### config.mk
export PLATFORM = sky130hd
export DESIGN_NAME = layer_sequencer
export DESIGN_NICKNAME = d
export VERILOG_FILES = /design/src/rtl/layer_sequencer.sv
export SDC_FILE = /design/constraint.sdc
export NUM_CORES = 1
export LEC_CHECK = 0
export ABC_AREA = 1
export CORE_ASPECT_RATIO = 1.25
export CORE_MARGIN = 10
export CORE_UTILIZATION = 50
export DETAILED_ROUTE_END_ITERATION = 7
export PLACE_DENSITY = 0.83
export SLEW_MARGIN = 20
export SYNTH_ARGS = -nofsm -noshare
export SYNTH_HDL_FRONTEND = slang
export SYNTH_SLANG_ARGS = --single-unit
### constraint.sdc
create_clock -name clk -period 7.2 [get_ports clk]
set_input_delay 0.72 -clock clk [delete_from_list [all_inputs] [get_ports clk]]
set_output_delay 0.72 -clock clk [all_outputs]
set_load 0.01 [all_outputs]
### src/rtl/layer_sequencer.sv
// Sequences coefficient load, input accumulation, activation and write-back
// for every node of every configured layer, driven by a small config table.
module layer_sequencer #(
  parameter int MAX_LAYERS = 4,
  parameter int CNT_BITS   = 7
) (
  input  logic                          clk,
  input  logic                          n_rst,
  input  logic                          cfg_we,
  input  logic [$clog2(MAX_LAYERS)-1:0] cfg_addr,
  input  logic [CNT_BITS-1:0]           cfg_inputs,
  input  logic [CNT_BITS-1:0]           cfg_nodes,
  input  logic [$clog2(MAX_LAYERS):0]   num_layers,
  input  logic                          start,
  input  logic                          abort,
  input  logic                          coef_ack,
  input  logic                          n_start_done,
  output logic                          coef_req,
  output logic                          coef_ready,
  output logic [CNT_BITS-1:0]           max_input,
  output logic                          act_en,
  output logic                          node_wr,
  output logic [$clog2(MAX_LAYERS)-1:0] layer_idx,
  output logic [CNT_BITS-1:0]           node_idx,
  output logic                          busy,
  output logic                          done,
  output logic                          cfg_err
);

  localparam int LW = $clog2(MAX_LAYERS);

  typedef enum logic [2:0] {IDLE, LOAD, ACCUM, ACT, WRITE, DONE} state_t;
  // Layer index with one extra bit so "one past the last layer" is representable.
  typedef logic [LW:0] ext_t;

  logic [CNT_BITS-1:0] inputs_mem [MAX_LAYERS];
  logic [CNT_BITS-1:0] nodes_mem  [MAX_LAYERS];
  logic [MAX_LAYERS-1:0] nz_mask;

  state_t              state_reg, state_next;
  ext_t                layers_reg, layers_next;
  logic [LW-1:0]       layer_reg, layer_next;
  logic [CNT_BITS-1:0] node_reg, node_next;
  logic [CNT_BITS-1:0] max_input_reg, max_input_next;
  logic                coef_req_reg, coef_ready_reg, act_en_reg, node_wr_reg;
  logic                busy_reg, done_reg, cfg_err_reg;

  ext_t                start_layers, first_layer, following_layer;
  logic [CNT_BITS:0]   node_inc;
  logic                last_node;

  // Table lives in flops: it needs a defined reset value for the skip logic.
  always_ff @(posedge clk) begin
    if (n_rst) begin
      for (int i = 0; i < MAX_LAYERS; i++) begin
        inputs_mem[i] <= CNT_BITS'(1);
        nodes_mem[i]  <= '0;
      end
    end else if (cfg_we && state_reg == IDLE) begin
      inputs_mem[cfg_addr] <= (cfg_inputs == '0) ? CNT_BITS'(1) : cfg_inputs;
      nodes_mem[cfg_addr]  <= cfg_nodes;
    end
  end

  genvar gi;
  generate
    for (gi = 0; gi < MAX_LAYERS; gi++) begin : g_nz
      assign nz_mask[gi] = (nodes_mem[gi] != '0);
    end
  endgenerate

  // First layer in [from, limit) that has nodes; returns limit when none does.
  function automatic ext_t find_layer(input ext_t from, input ext_t limit,
                                      input logic [MAX_LAYERS-1:0] mask);
    ext_t r;
    r = limit;
    for (int j = MAX_LAYERS - 1; j >= 0; j--) begin
      if (ext_t'(j) >= from && ext_t'(j) < limit && mask[j]) r = ext_t'(j);
    end
    return r;
  endfunction

  always_comb begin
    state_next      = state_reg;
    layers_next     = layers_reg;
    layer_next      = layer_reg;
    node_next       = node_reg;

    if (num_layers == '0)                      start_layers = ext_t'(1);
    else if (num_layers > ext_t'(MAX_LAYERS))  start_layers = ext_t'(MAX_LAYERS);
    else                                       start_layers = num_layers;

    first_layer     = find_layer('0, start_layers, nz_mask);
    following_layer = find_layer(ext_t'(layer_reg) + ext_t'(1), layers_reg, nz_mask);
    node_inc        = {1'b0, node_reg} + (CNT_BITS + 1)'(1);
    last_node       = node_inc >= {1'b0, nodes_mem[layer_reg]};

    case (state_reg)
      IDLE: begin
        if (start) begin
          layers_next = start_layers;
          layer_next  = '0;
          node_next   = '0;
          if (first_layer < start_layers) begin
            layer_next = first_layer[LW-1:0];
            state_next = LOAD;
          end else begin
            state_next = DONE;
          end
        end
      end
      LOAD:  if (coef_ack) state_next = ACCUM;
      ACCUM: if (n_start_done) state_next = ACT;
      ACT:   state_next = WRITE;
      WRITE: begin
        if (!last_node) begin
          node_next  = node_inc[CNT_BITS-1:0];
          state_next = LOAD;
        end else if (following_layer < layers_reg) begin
          layer_next = following_layer[LW-1:0];
          node_next  = '0;
          state_next = LOAD;
        end else begin
          state_next = DONE;
        end
      end
      DONE:    state_next = IDLE;
      default: state_next = IDLE;
    endcase

    if (abort && state_reg != IDLE) begin
      state_next  = IDLE;
      layers_next = layers_reg;
      layer_next  = layer_reg;
      node_next   = node_reg;
    end

    max_input_next = (state_next != IDLE) ? inputs_mem[layer_next] : max_input_reg;
  end

  // Outputs are registered from the next state so they align with the state register.
  always_ff @(posedge clk) begin
    if (n_rst) begin
      state_reg      <= IDLE;
      layers_reg     <= ext_t'(1);
      layer_reg      <= '0;
      node_reg       <= '0;
      max_input_reg  <= '0;
      coef_req_reg   <= 1'b0;
      coef_ready_reg <= 1'b0;
      act_en_reg     <= 1'b0;
      node_wr_reg    <= 1'b0;
      busy_reg       <= 1'b0;
      done_reg       <= 1'b0;
      cfg_err_reg    <= 1'b0;
    end else begin
      state_reg      <= state_next;
      layers_reg     <= layers_next;
      layer_reg      <= layer_next;
      node_reg       <= node_next;
      max_input_reg  <= max_input_next;
      coef_req_reg   <= (state_next == LOAD);
      coef_ready_reg <= (state_next == ACCUM);
      act_en_reg     <= (state_next == ACT);
      node_wr_reg    <= (state_next == WRITE);
      busy_reg       <= (state_next != IDLE);
      done_reg       <= (state_next == DONE);
      cfg_err_reg    <= cfg_we && (state_reg != IDLE);
    end
  end

  assign coef_req   = coef_req_reg;
  assign coef_ready = coef_ready_reg;
  assign max_input  = max_input_reg;
  assign act_en     = act_en_reg;
  assign node_wr    = node_wr_reg;
  assign layer_idx  = layer_reg;
  assign node_idx   = node_reg;
  assign busy       = busy_reg;
  assign done       = done_reg;
  assign cfg_err    = cfg_err_reg;

endmodule

# --- Word level (Yosys, flattened, before mapping) ---
# Memory sizes are Yosys's and may differ from the RTL's. A register that Yosys moved wholly into a read port is not among the register bits.
# Cells that the tools add are included.
totals:
  mem_bits_rw: 56
  out_inout_bits: 23
  mem_count: 2
  inputBits: 26
  register_bits: 22
mem_list:
  columns: ["memory", "depth", "word_bits", "rd", "rd_clocked_by_memory_dff", "wr", "line", "source"]
  rows:
  - ["inputs_mem", 4, 7, 1, 1, 4, "36", "logic [CNT_BITS-1:0] inputs_mem [MAX_LAYERS];"]
  - ["nodes_mem", 4, 7, 5, 1, 4, "37", "logic [CNT_BITS-1:0] nodes_mem [MAX_LAYERS];"]
op_classes:
  n_bitwise: 1
  reduce_logical: 29
  eq_ne: 11
  n_mux: 41
  order_cmp: 16
  n_addsub: 2
ops:
  columns: ["operator", "n"]
  rows:
  - ["3-bit 2-to-1 mux", 17]
  - ["7-bit 2-to-1 mux", 6]
  - ["7-bit nonzero test", 4]
  - ["2-bit 2-to-1 mux", 8]
  - ["1-bit logical AND", 15]
  - ["3-bit case mux with 5 select lines", 1]
  - ["7-bit case mux with 2 select lines", 1]
  - ["7-bit OR reduction", 2]
  - ["3-bit by 2-bit == test with 1-bit output, second input constant", 4]
  - ["1-bit by 3-bit < comparator with 1-bit output, first input constant", 4]
  - ["2-bit by 3-bit < comparator with 1-bit output, first input constant", 4]
  - ["3-bit == test, second input constant", 3]
  - ["7-bit by 1-bit adder with 8-bit output, second input constant", 1]
  - ["8-bit by 7-bit greater-or-equal comparator with 1-bit output", 1]
  - ["7-bit logical NOT", 1]
  - ["1-bit 2-to-1 mux", 7]
  - ["3-bit by 1-bit == test with 1-bit output, second input constant", 2]
  - ["1-bit by 3-bit greater-or-equal comparator with 1-bit output, first input constant", 2]
  - ["2-bit by 3-bit greater-or-equal comparator with 1-bit output, first input constant", 2]
  - ["3-bit logical NOT", 2]
  - ["3-bit < comparator", 2]
  - ["3-bit nonzero test", 2]
  - ["2-bit case mux with 2 select lines", 1]
  - ["4-bit AND reduction", 1]
  - ["other kinds (7)", 7]

# --- Logic depth before layout (Yosys ltp) ---
logic_depth:
  ltp_word: 15
  mapped_depth: 23

# --- Worst setup path after synthesis ---
# No wires, ideal clock.
synth_path:
  path_type: "input to register"
  startpoint: "input cfg_we"
  endpoint: "memory inputs_mem[3][0], enable pin"
  arrival_ns: 2.397
  slack_ns: 4.377
  setup_time_ns: 0.426
  stages: 2
  t_required_ns: 6.774
  cell_sequence: "inv_1 -> o41ai_1"
synth_lines:
  columns: ["element", "line", "source"]
  rows:
  - ["start: declaration", "9", "input logic cfg_we,"]
  - ["end: declaration", "36", null]

# --- Worst setup path in the final report ---
layout_path:
  startpoint: "register layer_reg[0] (netlist: layer_idx[0])"
  endpoint: "register max_input_reg[1] (netlist: max_input[1]) (read register of inputs_mem)"
layout_between:
  elab_chain_cells: 14
layout_lines:
  columns: ["element", "line", "source"]
  rows:
  - ["start: declaration", "42", "logic [LW-1:0] layer_reg, layer_next;"]
  - ["start signal: assignment", "159", "layer_reg <= layer_next;"]
  - ["2-bit by 1-bit adder with 3-bit output", "94", "following_layer = find_layer(ext_t'(layer_reg) + ext_t'(1), layers_reg, nz_mask);"]
  - ["2-bit by 3-bit greater-or-equal comparator with 1-bit output", "78", "if (ext_t'(j) >= from && ext_t'(j) < limit && mask[j]) r = ext_t'(j);"]
  - ["1-bit logical AND (2 in series)", "78", null]
  - ["3-bit 2-to-1 mux (4 in series)", "78", null]
  - ["3-bit < comparator", "119", "end else if (following_layer < layers_reg) begin"]
  - ["3-bit 2-to-1 mux", "119", null]
  - ["3-bit 2-to-1 mux", "116", "if (!last_node) begin"]
  - ["3-bit case mux with 5 select lines", "98", "case (state_reg)"]
  - ["3-bit 2-to-1 mux", "131", "if (abort && state_reg != IDLE) begin"]
  - ["3-bit nonzero test", "138", "max_input_next = (state_next != IDLE) ? inputs_mem[layer_next] : max_input_reg;"]
  - ["end: declaration", "44", "logic [CNT_BITS-1:0] max_input_reg, max_input_next;"]
# Parallel ways exist; a longest one is shown, timed or not.
# A chain may end at the register's enable or synchronous reset.

==> flow_metrics.tcl <==
set metrics [dict create \
    synth-seq-cells 85 \
    cp_max_fo 17 \
    ys_types 42 \
    p_leak_nw 2.59 \
    finalSetupTns_ns 0 \
    fin_crit_ns 3.48 \
    area_delta_synth_final_pct 18.8 \
    antenna_found_initial 0 \
    synth_common_cells "inv_1, nor2_1, nand2_1" \
    syn_area_per_cell_um2 8.01 \
    r2r_slack_ns 3.72 \
    start_kind "register" \
    peakVddDrop_mv 0.142 \
    drv_slew 0 \
    clk_latency_ns 0.34 \
    placed_cells 742 \
    die_width_um 107 \
    hp-start "node_idx[1]" \
    yosysMostFrequentCell "inv_1" \
    numCtsBuffers 9 \
    root_buffer "clkbuf_16" \
    n_antenna_cell 0 \
    synth_edf_count 56 \
    track_usage_pct 16.8 \
    synth_top_cell_area_share_pct 35.9 \
    nets 668 \
    fin_crit_sh_pct 48.3 \
    instances_no_fill 758 \
    hold_end "node_idx[1]" \
    drcViolationCount 0 \
    fin_ws_ns 3.72 \
    timing.rr.start "layer_idx[0]" \
    timing.hold.ws_ns 0.506 \
    grt_overflow_total 0 \
    cts_resized 0 \
    hold_depth 2 \
    vias_per_cell 5.24 \
    clkTransAtPathRegs_ns 0.06 \
    synth_area_leaders "edfxtp_1, dfxtp_1, inv_1" \
    clkSinkCount 85 \
    place_ws_ns 3.73 \
    hold_path_class "register to register" \
    wl_per_cell_um 14.7 \
    ys_warn_count 0 \
    grt_pass1_vias 3965 \
    synthArstFlopShare_pct 0 \
    drt_iter0_drc 342 \
    end_kind "register" \
    multi_input_area_um2 1840 \
    portBuffers 48 \
    ff2ff_path_depth 18 \
    worstReg2RegEnd "max_input[1]" \
    htreeDepth 3 \
    layout-drive-gt1-share_pct 8.50 \
    fin_skew_ns 0.00593 \
    worstMarginPinSlew_ns 0.756 \
    wirelength_mm 11.1 \
    total_power_mw 1.49 \
    cts_setup_buffers 0 \
    seq_area_frac_synth_pct 48.3 \
    p_per_area_nw_per_um2 267 \
    fp.dieArea_um2 13700 \
    clock_path_buffers 2 \
    place.gp.congestion 0.886 \
    die_height_um 128 \
    grt_setup_unrepaired "false" \
    hpwl_mm 8.50 \
    synthesis.instances 585 \
    synth_flop_cell "edfxtp_1" \
    status "finished, final reports clean" \
    max_clock_freq_ghz 0.288 \
    synth_area_um2 4680 \
    synth_fp_nets 623 \
    drtPass1Iterations 5 \
    core_area_um2 9130 \
    regArea_um2 2260 \
    nFillCells 783 \
    vias 3973 \
    crit_type "register to register" \
    required_ns 7.49 \
    grt_max_degree 19 \
    cts_tree "yes" \
    ant_nets 0 \
    yosys.area.top_type "edfxtp_1" \
    rows 39 \
    num_io_pins 49 \
    finalHoldViolations 0 \
    arrival_ns 3.77 \
    largestRegisters "inputs_mem (28), nodes_mem (28)" \
    setup_viol 0 \
    maxCapViolCount 0 \
    slew_headroom_pct 49.5 \
    start_util_pct 51.3 \
    grt_pass1_wl_mm 18.6 \
    postCtsHoldBufs 0 \
]
-- worst max path at each step --
stage	slack, ns	from	cells past startpoint	endpoint
final	3.72	layer_idx[0]	18	max_input[1]
after global routing	3.31	layer_idx[0]	18	max_input[3]
after CTS	3.77	layer_idx[0]	18	max_input[5]
after detailed placement	3.73	num_layers[2]	15	max_input[5]
after global placement	3.80	num_layers[2]	15	max_input[2]
after floorplan	4.38	cfg_we	2	inputs_mem[3][0]
-- stage by stage --
| step | area, um2 | utilization (%) |
|---|---|---|
| 3_3_place_gp | 5250 | 57.5 |
| 3_5_place_dp | 5250 | 57.5 |
| 6_report | 5560 | 61.0 |
| 2_1_floorplan | 4680 | - |
| 4_1_cts | 5560 | 61.0 |
| 5_1_grt | 5560 | 61.0 |
-- worst max-delay path, stage by stage (launching register included) --
cell	delay (ns)
dfxtp_1	0.69
inv_2	0.25
nand2_4	0.17
nor2_2	0.06
o21ai_4	0.08
inv_1	0.09
nor4_1	0.23
ha_1	0.30
a21oi_1	0.20
inv_1	0.10
a21oi_4	0.14
nor2_1	0.05
nand2_1	0.10
o311ai_1	0.14
nand2_1	0.31
nand2_1	0.27
nand3_1	0.14
nand2_1	0.06
inv_1	0.05
-- cell usage in the layout, fill, tap and decap left out, types with 2 or more instances in the layout --
cell | Yosys | routed
nand3_4 | 3 | 3
nor3_1 | 12 | 12
inv_1 | 123 | 123
edfxtp_1 | 56 | 56
nor2_2 | 7 | 7
nand3_1 | 68 | 68
ha_1 | 12 | 12
nand4_1 | 2 | 2
a211oi_1 | 2 | 2
nand2_1 | 79 | 79
clkinv_2 | 0 | 2
nor2_1 | 92 | 92
nor4_1 | 3 | 3
o21ai_0 | 14 | 14
clkdlybuf4s50_1 | 0 | 48
xor2_1 | 4 | 4
clkinv_4 | 0 | 2
dfxtp_1 | 29 | 29
bufinv_16 | 0 | 2
a21oi_1 | 21 | 21
o211ai_1 | 3 | 3
inv_2 | 10 | 10
nand2_4 | 3 | 3
clkbuf_16 | 0 | 9
o221ai_1 | 4 | 4
nand2_2 | 8 | 8
-- cell families (layout without fill, tap and decap cells) --
group                      count (synthesis)  after routing  share of synthesized area (%)
DFF                                       85             85                           48.3
xor gates and xnor gates                   5              5                          0.935
AOI/OAI and AO/OA                         52             52                           7.13
adders and majority gates                 12             12                           3.21
and+or+nand+nor                          283            283                           27.9
buffers and inverters                    148            198                           12.5
-- layout make-up --
class	instances	area share (%)
clock buffers	10	4.12
clock inverters	6	1.57
inverters	133	8.97
multi-input cells	352	33.1
flip-flops and latches	85	40.7
well taps	123	2.77
repair buffers	49	8.77
-- routing by layer --
metal / GRT usage (%) / up-vias / wire [um]
met3: 3.42 / 21 / 676
met2: 29.4 / 150 / 5670
met4: 7.82 / 0 / 286
met5: 0 / - / 0
met1: 19.1 / 1853 / 4510
li1: - / 1949 / -
-- power by group --
group          internal [mW]  switching (mW)
clock network          0.304           0.187
registers              0.566          0.0307
logic                  0.152           0.249
No activity file was read; power rests on OpenSTA's default activity.
